$ cat config.mk
export PLATFORM = sky130hd
export DESIGN_NAME = ex_stage
export DESIGN_NICKNAME = d
export VERILOG_FILES = /design/src/rtl/ex_stage.sv
export SDC_FILE = /design/constraint.sdc
export NUM_CORES = 1
export LEC_CHECK = 0
export ABC_CLOCK_PERIOD_IN_PS = 6900
export BUFFER_PORTS_ARGS = -buffer_cell sky130_fd_sc_hd__buf_2
export CAP_MARGIN = 5
export CORE_AREA = 2 2 139 141
export DETAILED_ROUTE_END_ITERATION = 16
export DIE_AREA = 0 0 141 143
export GPL_TIMING_DRIVEN = 0
export PLACE_DENSITY = 0.86
export SLEW_MARGIN = 20
export SYNTH_ARGS = -nofsm -noshare
export SYNTH_HDL_FRONTEND = slang
export SYNTH_SLANG_ARGS = --single-unit
$ cat constraint.sdc
create_clock -name clk -period 6.9 [get_ports clk]
set_input_delay 1.38 -clock clk [delete_from_list [all_inputs] [get_ports clk]]
set_output_delay 1.38 -clock clk [all_outputs]
set_load 0.005 [all_outputs]
$ cat src/rtl/ex_stage.sv
// Execute stage: ALU, branch target adder, destination mux and the EX/MEM pipeline register.
// Flush outranks stall; an invalid ID/EX slot is loaded as a bubble.
module ex_stage (
    input  logic        clk,
    input  logic        rst,
    input  logic        stall,
    input  logic        flush,
    input  logic        valid_in,
    input  logic [1:0]  wb_ctl_in,
    input  logic [2:0]  m_ctl_in,
    input  logic        reg_dest,
    input  logic        alu_src,
    input  logic [1:0]  alu_op,
    input  logic [31:0] npc,
    input  logic [31:0] r_data_1,
    input  logic [31:0] r_data_2,
    input  logic [31:0] sign_ext,
    input  logic [4:0]  instr_2016,
    input  logic [4:0]  instr_1511,
    output logic [1:0]  wb_ctl_out,
    output logic [2:0]  m_ctl_out,
    output logic [31:0] branch_target,
    output logic        zero,
    output logic [31:0] alu_result,
    output logic [31:0] r_data_2_out,
    output logic [4:0]  write_reg,
    output logic        valid_out
);

    localparam int unsigned XLEN  = 32;
    localparam int unsigned REG_W = 5;

    typedef enum logic [2:0] {
        ALU_ADD,
        ALU_SUB,
        ALU_AND,
        ALU_OR,
        ALU_SLT,
        ALU_NONE
    } alu_ctl_t;

    alu_ctl_t          alu_ctl;
    logic [XLEN-1:0]   op_b;
    logic [XLEN-1:0]   alu_val;
    logic [XLEN-1:0]   target_val;
    logic [REG_W-1:0]  dest;
    logic              bubble;

    assign op_b       = alu_src ? sign_ext : r_data_2;
    assign dest       = reg_dest ? instr_1511 : instr_2016;
    assign target_val = npc + {sign_ext[XLEN-3:0], 2'b00};
    assign bubble     = flush | (~stall & ~valid_in);

    // ALU control decode; R-type uses the funct field carried in sign_ext[5:0]
    always_comb begin
        alu_ctl = ALU_ADD;
        case (alu_op)
            2'b01: alu_ctl = ALU_SUB;
            2'b10: begin
                case (sign_ext[5:0])
                    6'b100000: alu_ctl = ALU_ADD;
                    6'b100010: alu_ctl = ALU_SUB;
                    6'b100100: alu_ctl = ALU_AND;
                    6'b100101: alu_ctl = ALU_OR;
                    6'b101010: alu_ctl = ALU_SLT;
                    default:   alu_ctl = ALU_NONE;
                endcase
            end
            default: alu_ctl = ALU_ADD;
        endcase
    end

    always_comb begin
        alu_val = '0;
        case (alu_ctl)
            ALU_ADD: alu_val = r_data_1 + op_b;
            ALU_SUB: alu_val = r_data_1 - op_b;
            ALU_AND: alu_val = r_data_1 & op_b;
            ALU_OR:  alu_val = r_data_1 | op_b;
            ALU_SLT: alu_val = XLEN'($signed(r_data_1) < $signed(op_b));
            default: alu_val = '0;
        endcase
    end

    // EX/MEM register: reset and bubble clear everything, stall holds
    always_ff @(posedge clk or posedge rst) begin
        if (rst) begin
            wb_ctl_out    <= '0;
            m_ctl_out     <= '0;
            branch_target <= '0;
            zero          <= 1'b0;
            alu_result    <= '0;
            r_data_2_out  <= '0;
            write_reg     <= '0;
            valid_out     <= 1'b0;
        end else if (bubble) begin
            wb_ctl_out    <= '0;
            m_ctl_out     <= '0;
            branch_target <= '0;
            zero          <= 1'b0;
            alu_result    <= '0;
            r_data_2_out  <= '0;
            write_reg     <= '0;
            valid_out     <= 1'b0;
        end else if (!stall) begin
            wb_ctl_out    <= wb_ctl_in;
            m_ctl_out     <= m_ctl_in;
            branch_target <= target_val;
            zero          <= (alu_val == '0);
            alu_result    <= alu_val;
            r_data_2_out  <= r_data_2;
            write_reg     <= dest;
            valid_out     <= 1'b1;
        end
    end

endmodule
==> flow_summary_export.csv <==
group,metric,value,unit
critical_path,timing.rr.end,"alu_result[11]",
detailed_routing,routed_wl,40800,um
critical_path,slowest_stage,"buf_1",
global_route,grt_pass1_vias,10900,
sta,slew_headroom,0.339,
final_layout,fill_cells,1561,
synth,synth_mux_area_frac,0.0366,
final_layout,drive_gt1_frac,0.196,
critical_path,startpoint_type,"input pin",
power_and_ir_drop,leakage,6.69,nW
critical_path,path_buf_inv,3,
placed_design,placed_cells,1813,
sta,hold_viol,0,
detailed_routing,wl_per_cell,22.3,um
synth,synth_top_family_by_area,"compound AO/OA/AOI/OAI gates",
sta,max_freq,150,MHz
detailed_routing,vias,11700,
worst_hold_path,hold_depth,2,
final_layout,finalNetCount,1897,
clocking,cts_hold_buf,0,
clocking,clk_latency,380,ps
critical_path,crit_path_frequent_cell,"a21oi_1",
sta,finalCritPeriodShare,0.965,
sta,skew,0,ps
synth,synth_top_area_cell,"dfrtp_1",
detailed_routing,routed_via_density,6.41,
clocking,clockBufferDepth,2,
detailed_routing,ant_nets,0,
final_layout,stdcell_count,1833,
clocking,htree_levels,3,
die,io_pins,260,
synth,synth-edff-count,0,
final_layout,regArea,0.00270,mm2
placed_design,hpwl,32300,um
synth,synth_area_leaders,"dfrtp_1, ha_1, a22o_1, a21oi_1, o21ai_0",
die,dieWidth,141,um
synth,synth_cell_types,82,
global_route,grt_max_degree,74,
final_layout,reg_top3,"alu_result x32, branch_target x32, r_data_2_out x32",
synth,ys.flop_type,"dfrtp_1",
critical_path,path_cells,"clkbuf_1, buf_1, mux2i_1, inv_1, ha_1, a21oi_1, o2111ai_2, a31o_4, a221o_1, a211oi_2, nor2_1, a311o_1, a21oi_1, nand4_1, or4_1, nor4_1, a32o_1",
sta,drv_slew,0,
clocking,cts_sinks,108,
critical_path,slowest_delay,760,ps
critical_path,setup.worst_path.class,"input pin to flip-flop",
synth,synthTopCellsByCount,"ha_1, nand2_1, dfrtp_1, inv_1, a21oi_1",
sta,tightest_slew,989,ps
global_route,grt_overflow,0,
sta,setup_tns,0,ps
synth,synth_most_common_cell,"ha_1",
synth,ys_async_sr_fraction,1.00,
clocking,cts_made_buffers,9,
synth,synth.avg_cell_area,8.29,um2
die,design.core.area,0.0186,mm2
critical_path,cp_data_required_time,7210,ps
run_status,outcome,"finished, final reports clean",
die,die-area,0.0202,mm2
synth,netlist_area,0.0110,mm2
clocking,cts_root_buf,"clkbuf_16",
critical_path,r2r-start,"alu_result[11]",
sta,finalCriticalPeriod,6660,ps
global_route,antenna_found_initial,3,
synth,ys_ff_latch,108,
placed_design,portBuffers,257,
critical_path,critPathArrivalTime,6970,ps
synth,synth_nets,1628,
placed_design,gp_congestion,1.01,
clocking,cts_tree,"done",
global_route,grt_use_total,0.392,
synth,synthXorXnorAreaFrac,0.0296,
critical_path,worstSetupEndpointType,"flip-flop",
final_layout,multi_input_area,0.00757,mm2
synth,synth_fa_ha_area_frac,0.179,
run,max_cap_viol_count,0,
final_layout,area_growth,17.8,%
synth,ys_warn_count,0,
detailed_routing,drcViolationCount,0,
synth,synth-simple-area-share,0.146,
power_and_ir_drop,ir_drop,0.131,mV
worst_hold_path,min_from,"alu_result[21]",
worst_hold_path,hold_path.class,"flip-flop to flip-flop",
power_and_ir_drop,p_per_area,170,mW/mm2
detailed_routing,dr.pass1.iters,5,
synth,syn_inst,1321,
critical_path,critical-path-top-delay-family,"compound AO/OA/AOI/OAI gates",
clocking,clk_pin_slew,90,ps
critical_path,r2r_cells,1,
synth,ys_seq_area_frac,0.247,
die,initial_utilization,0.589,
worst_hold_path,hold-path-endpoint,"alu_result[21]",
die,rows,50,
detailed_routing,drt_iter0_drc,1135,
critical_path,r2r_setup_slack,6150,ps
die,die_h,143,um
global_route,grt_pass1_wl,61100,um
sta,rsz0062_at_grt,"false",
synth,synth_top_cell_area_share,0.247,
sta,setup_viol,0,
critical_path,crit_path_max_fanout,10,
synth,synth_compound_area_frac,0.300,
==> layout by cell type, fill, tap and decap left out, types with 7 or more instances in the layout <==
cell and n:
nand2b_1 19, nor2_1 83, o31ai_1 13, nand3_1 14, a21o_1 30, nand2_1 114, a211oi_1 24, xor2_1 11
inv_1 105, mux2i_1 40, a22o_1 60, dfrtp_1 108, buf_1 8, nor4_1 12, or3_1 8, a221o_1 8
xnor2_1 26, nor2b_1 10, nand4_1 12, o211ai_1 18, a21oi_1 99, clkbuf_16 9, o221ai_1 12, ha_1 152
o21ai_0 94, nor3_1 29, buf_2 269, a31oi_1 8, clkbuf_1 46, o21bai_1 16, and2_1 7, o21a_1 9
==> report_power, final <==
group	internal [W]	switching, W	leakage [nW]
Clock	0.000263	0.000314	0.152
Combinational	0.000348	0.000576	5.07
Sequential	0.000666	0.0000204	1.47
==> cells by family after synthesis <==
family,after synthesis
xor+xnor,37
buf+inv,176
simple gates,335
flops,108
compound gates,470
fa+ha+maj,155
mux,40
==> how the worst max path moves through the flow <==
stage | depth (start not counted) | to | from | slack [ps]
2_1_floorplan | 18 | zero | alu_src | 1360
6_report | 17 | zero | alu_src | 240
5_1_grt | 17 | zero | alu_src | 90
3_3_place_gp | 15 | zero | alu_src | 10
4_1_cts | 15 | zero | alu_src | 400
3_5_place_dp | 15 | zero | alu_src | 30
==> per-layer routing <==
metal  global-route usage  share of wire  vias to the layer above  wire (um)
li1                     -              -                     5370          -
met1                0.516           0.41                     5571      16800
met2                0.632           0.45                      677      18400
met3               0.0550          0.085                      126       3470
met4                0.204          0.053                        0       2160
met5                    0              0                        -          0
==> area by class of cell <==
cell class | count | share of cell area
multi-input combinational | 1037 | 0.587
sequential | 108 | 0.209
timing repair buffer | 258 | 0.102
inverter | 107 | 0.0315
tap | 234 | 0.0227
buffer | 69 | 0.0224
clock buffer | 9 | 0.0175
clock inverter | 7 | 0.00689
antenna | 4 | 0.000776
==> tightest hold or removal path, cell delays in order, from the launching register on <==
cell	delay [ps]
dfrtp_1	350
nand2_1	40
o21ai_0	50
==> through the flow <==
step | worst slack [ps] | cell area (um2) | util | hold WS (ps) | total power [W]
6_report | 241 | 12900 | 0.694 | 476 | 0.00219
5_1_grt | 89.9 | 12900 | 0.694 | 499 | 0.00228
4_1_cts | 399 | 12900 | 0.693 | 481 | 0.00215
3_5_place_dp | 32.4 | 12600 | 0.676 | 461 | 0.00159
3_3_place_gp | 11.1 | 12500 | 0.674 | 456 | 0.00157
2_1_floorplan | 1360 | 11000 | - | 471 | 0.00128
==> timing repair <==
item	4_1_cts	5_1_grt
setup buffers	0	0
gates resized for setup	0	2
endpoints found under the setup margin	0	1
Note: power is estimated with default switching activity, not from simulation.
